**config.mk**
```make
export PLATFORM = sky130hd
export DESIGN_NAME = bus_pack
export DESIGN_NICKNAME = d
export VERILOG_FILES = /design/src/rtl/bus_pack.sv
export SDC_FILE = /design/constraint.sdc
export NUM_CORES = 1
export LEC_CHECK = 0
export CAP_MARGIN = 20
export CORE_UTILIZATION = 45
export CTS_BUF_LIST = sky130_fd_sc_hd__clkbuf_8
export DETAILED_ROUTE_END_ITERATION = 6
export PLACE_DENSITY = 0.77
export SLEW_MARGIN = 20
export SYNTH_ARGS = -nofsm -noshare
export SYNTH_HDL_FRONTEND = slang
export SYNTH_SLANG_ARGS = --single-unit
```
**constraint.sdc**
```tcl
create_clock -name clk -period 1.5 [get_ports clk]
set_input_delay 0.225 -clock clk [delete_from_list [all_inputs] [get_ports clk]]
set_output_delay 0.225 -clock clk [all_outputs]
set_load 0.05 [all_outputs]
```
**src/rtl/bus_pack.sv**
```systemverilog
// bus_pack: packs WORD_NUM input words (first word in the top lane) into one bus word with a per-lane nonzero mask.
// Optional even-parity output is enabled by defining BUS_PACK_PARITY_EN.
module bus_pack #(
    parameter int BUS_SIZE  = 16,
    parameter int WORD_SIZE = 4,
    localparam int WORD_NUM = BUS_SIZE / WORD_SIZE
) (
    input  logic                 clk,
    input  logic                 reset,
    input  logic [WORD_SIZE-1:0] word_in,
    input  logic                 word_valid,
    input  logic                 word_last,
    output logic                 word_ready,
    output logic [BUS_SIZE-1:0]  data_out,
    output logic [WORD_NUM-1:0]  control,
    output logic                 data_valid,
    input  logic                 data_ready
`ifdef BUS_PACK_PARITY_EN
    ,
    output logic                 parity_out
`endif
);

    localparam int IDX_W = (WORD_NUM > 1) ? $clog2(WORD_NUM) : 1;
    localparam logic [IDX_W-1:0] IDX_MAX = IDX_W'(WORD_NUM - 1);

    typedef enum logic {
        FILL = 1'b0,
        HOLD = 1'b1
    } state_t;

    state_t              state;
    logic [IDX_W-1:0]    idx;
    logic [IDX_W-1:0]    lane;
    logic [BUS_SIZE-1:0] bus_next;
    logic [WORD_NUM-1:0] ctrl_next;
    logic                close;

    assign word_ready = (state == FILL) && !reset;
    assign lane       = IDX_MAX - idx;
    assign close      = word_last || (idx == IDX_MAX);

    // Bus as it will look once the current word lands; parity is taken from this so it is ready with data_valid.
    always_comb begin
        bus_next = data_out;
        ctrl_next = control;
        bus_next[lane*WORD_SIZE +: WORD_SIZE] = word_in;
        ctrl_next[lane] = |word_in;
    end

    always_ff @(posedge clk) begin
        if (reset) begin
            state      <= FILL;
            idx        <= '0;
            data_out   <= '0;
            control    <= '0;
            data_valid <= 1'b0;
`ifdef BUS_PACK_PARITY_EN
            parity_out <= 1'b0;
`endif
        end else begin
            case (state)
                FILL: begin
                    if (word_valid) begin
                        data_out <= bus_next;
                        control  <= ctrl_next;
                        if (close) begin
                            state      <= HOLD;
                            data_valid <= 1'b1;
                            idx        <= '0;
`ifdef BUS_PACK_PARITY_EN
                            parity_out <= ^bus_next;
`endif
                        end else begin
                            idx <= idx + IDX_W'(1);
                        end
                    end
                end
                HOLD: begin
                    if (data_ready) begin
                        state      <= FILL;
                        data_valid <= 1'b0;
                        data_out   <= '0;
                        control    <= '0;
`ifdef BUS_PACK_PARITY_EN
                        parity_out <= 1'b0;
`endif
                    end
                end
                default: state <= FILL;
            endcase
        end
    end

endmodule

```
## Word level (Yosys, flattened, before mapping)

Index checks and enable logic that the tools add are counted.

| storage, ports and cells | value |
|---|---|
| bits in registers | 24 |
| logic and storage cells | 44 |
| output and inout port bits | 22 |
| input bits | 9 |

| cells by class | value |
|---|---|
| reduce and logical (&&, ||, !) cells | 8 |
| shifts and indexed selects | 2 |
| $lt $le $gt $ge | 2 |
| equality and inequality tests | 4 |
| bitwise logic cells | 1 |
| add/sub/neg operators | 3 |
| mux-type cells | 19 |

Operator list:

| cell | number |
|---|---|
| $neg 4->34 | 1 |
| $shift 4x34->16 const A | 1 |
| $shiftx 4x34->16 | 1 |
| $mux 16 | 2 |
| $pmux 16 s2 | 1 |
| $bwmux 16 | 1 |
| $mux 4 | 2 |
| $pmux 4 s2 | 1 |
| $mux 1 | 7 |
| $ne 2x2->1 const B | 3 |
| $bwmux 4 | 1 |
| $pmux 1 s2 | 2 |
| $reduce_and 2->1 | 2 |
| $reduce_or 4->1 | 1 |
| $lt 2x3->1 const B | 1 |
| $reduce_and 3->1 | 1 |
| $add 2x1->2 const B | 1 |
| $demux 1 s2 | 1 |
| $eq 2x2->1 const B | 1 |
| $ge 2x1->1 const B | 1 |
| $logic_and 1x1->1 | 2 |
| $mux 2 | 1 |
| $sub 2x2->2 const A | 1 |
| $logic_not 1->1 | 1 |
| 2 further kinds | 2 |

## Longest topological paths before layout

| depth | value |
|---|---|
| depth in word-level cells | 8 |
| mapped depth | 6 |
| mapped depth without buffers | 5 |

## Worst setup path before layout

OpenSTA, ideal clock, no wires.

| timing | value |
|---|---|
| kind | register to register |
| start point | reg idx[0] |
| end point | reg data_out[11] |
| setup time | 69 ps |
| arrival time | 1558 ps |
| stages on the path, launching flop included | 7 |
| buffers on the path | 1 |
| clock period less this slack | 1627 ps |
| data required time | 1431 ps |
| setup slack | -127 ps |
| cells stage by stage | dfxtp_1 > buf_2 > inv_1 > ha_1 > nor3b_2 > nand4_1 > o21ai_1 |

| on the way | value |
|---|---|
| word-level cells in the longest chain between the ends | 6 |
| elaborated cells on any way between the ends | 7 |
| those cells by class | 2 x add/sub; 2 x shift; 3 x mux |

Ends and longest elaborated chain:

| item | line | RTL |
|---|---|---|
| from (decl) | 33 | `logic [IDX_W-1:0] idx;` |
| from (signal assigned) | 75 | `idx <= idx + IDX_W'(1);` |
| $sub 2x2->2 (*) | 40 | `assign lane = IDX_MAX - idx;` |
| $neg 4->34 (*) | 47 | `bus_next[lane*WORD_SIZE +: WORD_SIZE] = word_in;` |
| $shiftx 4x34->16 or $shift 4x34->16 (tied branches) | 47 |  |
| $bwmux 16 (*) | 47 |  |
| $mux 16 (*) | 64 | `if (word_valid) begin` |
| $pmux 16 s2 (*) | 62 | `case (state)` |
| to (signal assigned) | 65 | `data_out <= bus_next;` |
| to (decl) | 14 | `output logic [BUS_SIZE-1:0] data_out,` |

Every way passes the cells marked *; elsewhere a longest branch is shown, timed or not. The select of a mux whose other input is x is not followed.
A chain may end at the register's enable or synchronous reset.

## Final worst setup path

| timing | value |
|---|---|
| start point | in reset |
| end point | out word_ready |

| on the way | value |
|---|---|
| word-level cells in the longest chain between the ends | 2 |

Ends and longest elaborated chain:

| item | line | RTL |
|---|---|---|
| from (decl) | 9 | `input logic reset,` |
| $logic_not 1->1 | 39 | `assign word_ready = (state == FILL) && !reset;` |
| $logic_and 1x1->1 | 39 |  |
| to (decl) | 13 | `output logic word_ready,` |

No other way between the ends.

==> metrics.md <==
| Metric | Value |
|---|---|
| Run status | finished clean |
| Synthesized-area fraction occupied by ao, oa, aoi and oai cells | 13.86% |
| Number of max-cap violations | 0 |
| Critical path fanouts, max | 9 |
| Via-to-Cell Ratio | 5.636 |
| # IOs | 31 |
| Cell accounting for the most synthesized area | dfxtp_1 |
| Mux contribution to synthesized area | 3.190% |
| Wire length of the first global-routing pass | 4788 um |
| Number of antenna cells inserted | 0 |
| Clock slew seen by the registers of the worst setup and hold paths | 0.08 ns |
| Cell family with most CP delay | buffers and inverters |
| Highest achievable clock rate | 0.6945 GHz |
| Area fraction in and, or, nand and nor cells after synthesis | 34.00% |
| Fin Clk Skew | 0.003849 ns |
| Synth Area in XOR/XNOR | 0% |
| Post-route worst hold slack | 0.4705 ns |
| Cell-by-cell trace of the critical path | clkdlybuf4s50_1 > nor2_4 > buf_12 |
| Slowest-stage cell, CP | clkdlybuf4s50_1 |
| Most used standard cells in the synthesized netlist | dfxtp_1, nand3_1, nand4b_1 |
| Min cycle time layout | 1.440 ns |
| Number of antenna violations at the first check in global routing | 0 |
| Floorplan die area | 3004 um2 |
| Relative slew slack | 70.55% |
| TritonCTS Sinks | 24 |
| Overall routing resource usage | 22.19% |
| Sw power | 374.6 uW |
| Count of antenna-violating nets left after detailed routing | 0 |
| Fraction of the yosys area taken by sequential cells | 38.29% |
| Total CTS buffers | 3 |
| Maximum number of pins on one net before global-route repair | 18 |
| Instance count of the mapped netlist | 138 |
| Power per Cell Area | 807.8 nW/um2 |
| Total setup violations reported at the end of the flow | 0 |
| Detailed Route WL | 3008 um |
| Final instance count without filler cells | 206 |
| Largest cells by area after synthesis | dfxtp_1, nand4b_1, ha_1, nand3_1, a21oi_1 |
| Residual DRC count | 0 |
| CTS H-tree lvls | 1 |
| Count of state elements after synthesis | 24 |
| Fraction of final layout cells with drive strength greater than 1 | 31.25% |
| Share of power burned in combinational logic | 20.5% |
| Int Power | 1.007 mW |
| Hold WC Path Type | flop to flop |
| Most common flop cell mapped by yosys | dfxtp_1 |
| Dominant combinational cell family by area after synthesis | simple AND/OR/NAND/NOR gates |
| Maximum count of clock buffers along a single path | 2 |
| Clock tree from TritonCTS | built |
| Number of max-slew violations in the final report | 0 |
| Required time of the critical path | 1.27 ns |
| Area Growth Syn to Fin | 36.29% |
| Post-Synth Adder-Cell Area | 6.979% |
| Via count of the first global-routing pass | 1122 |
| Input/output buffers | 30 |
| Clock group share of total power | 31.1% |
| Arr. time, crit path | 1.21 ns |
| DIE HEIGHT | 54.81 um |
| Post-Place Worst Slack | -0.08140 ns |
| TritonRoute pass-1 iters | 4 |
| Number of enable flip-flop cells after synthesis | 0 |
| Total congestion overflow after global routing | 0 |
| Post-synth net total | 154 |
| Fin crit share | 96.00% |
| Sequential fraction of design power | 48.4% |
| Number of distinct library cell variants in the gate-level netlist after synthesis | 28 |
| Share of flip-flops with an asynchronous set or reset | 0% |
| VDD IR max | 0.6211 mV |
| Unrepaired setup endpoints after global routing | yes |
| Bufs and invs on worst path | 2 |
| Effective utilization at floorplan | 49.31% |
| Element type at the critical path end | output pin |
| Count of hold buffers inserted by post-cts repair | 0 |
| Starting DRT DRC Count | 24 |
| Post-synth top area share | 38.29% |
| Via count of the routed design | 1161 |
| Cell with the most instances after synthesis | dfxtp_1 |
| Yosys warns | 0 |
| Count of standard-cell rows | 18 |
| Mean instance size in the synthesized netlist | 9.094 um2 |
| Net Sw Frac | 27.12% |
| Half-perimeter wire length of the detailed placement result | 2221 um |
| Crit-path max cell delay | 0.58 ns |
| Number of hold violations in the final report | 0 |
| Static power due to leakage | 0.6832 nW |
| Post-synthesis instance area | 1255 um2 |
| Placer Congestion | 0.8360 |
| Setup slack of the critical path after layout | 0.06003 ns |
| Die span in x | 54.81 um |
| Area of the placeable core | 2545 um2 |
| Root buffer cell | clkbuf_8 |
| Slew of the pin with the lowest slew margin | 0.4412 ns |
| Type of the worst setup path | input port to output pin |
| Cell count after placement | 201 |
| Setup crit start kind | input port |
| Later-pin clock latency in the skew report | 0.26 ns |
| Average wire length per cell after detail routing | 14.60 um |
| Nets@finish | 193 |
==> power by group through the flow <==
| stage | Clock (mW) | Combinational (mW) | Sequential [mW] |
|---|---|---|---|
| 5_1_grt | 0.462 | 0.305 | 0.672 |
| 3_3_place_gp | 0 | 0.262 | 0.681 |
| 6_report | 0.430 | 0.283 | 0.669 |
| 2_1_floorplan | 0 | 0.126 | 0.729 |
| 3_5_place_dp | 0 | 0.268 | 0.682 |
| 4_1_cts | 0.444 | 0.269 | 0.667 |
==> worst reg2reg max path: cells and delay by family (launching register included) <==
| family | cells | cell delay [ns] |
|---|---|---|
| flops | 1 | 0.35 |
| fa+ha+maj | 1 | 0.28 |
| buf+inv | 1 | 0.06 |
| simple gates | 2 | 0.47 |
| compound gates | 1 | 0.18 |
==> logic make-up (layout without fill, tap and decap cells) <==
logic type,count (synthesis),after routing
AO/OA/AOI/OAI,29,29
flip-flops,24,24
multiplexers,4,4
AND/OR/NAND/NOR,64,64
buffers and inverters,10,48
adder cells (fa/ha/maj),7,7
==> routing by layer <==
layer / global-route usage (%) / wire length [um]
met4: 8.974 / 21
met1: 26.66 / 1380
met5: 0 / 0
met2: 38.96 / 1501
met3: 3.056 / 103
==> final timing paths <==
check | startpoint | cells after the start | to | slack (ns)
max | reset | 3 | word_ready | 0.06
min | data_out[0] | 2 | data_out[0] | 0.47
max reg2reg | idx[0] | 5 | data_out[9] | 0.10
min reg2reg | data_out[0] | 2 | data_out[0] | 0.47
==> flip-flops by register name, summed over array words and instances (netlist names) <==
register,cells
data_out,16
control,4
idx,2
data_valid,1
state,1
==> layout make-up <==
cell class / count / area, um2
Multi-Input combinational cell: 104 / 775.7
Timing Repair Buffer: 42 / 351.6
Tap cell: 30 / 37.54
Inverter: 2 / 7.507
Clock buffer: 4 / 55.05
Fill cell: 212 / 834.6
Sequential cell: 24 / 483.0
==> repair_timing <==
action                                  in CTS  in global routing
gates resized for setup                      0                 10
setup buffers                                0                  1
endpoints found under the hold margin        0                  0
endpoints found under the setup margin       0                 11
==> layout by cell type, fill, tap and decap left out, types with 2 or more instances in the layout <==
cell,count
nand2_1,7
mux2i_1,4
ha_4,2
nand2b_1,5
nand3_1,13
a21oi_1,11
o2111ai_1,3
ha_1,4
o21ai_1,9
clkbuf_8,4
buf_4,32
nand4b_1,12
nor2b_1,5
clkdlybuf4s50_1,8
nor2_1,2
nand4_1,4
inv_2,2
dfxtp_1,22
o211ai_1,4
dfxtp_2,2
and3b_1,2
nand3b_1,5
==> per-stage QoR <==
step / total power [mW] / setup TNS, ns / util, % / cell area, um2
global placement: 0.9430 / -0.07325 / 63.03 / 1604
floorplan: 0.8550 / 0 / - / 1271
global route: 1.439 / -0.04003 / 67.21 / 1710
CTS: 1.380 / 0 / 65.19 / 1659
finish: 1.382 / 0 / 67.21 / 1710
detailed placement: 0.9504 / -0.2133 / 63.03 / 1604
(Power assumes the default switching activity.)
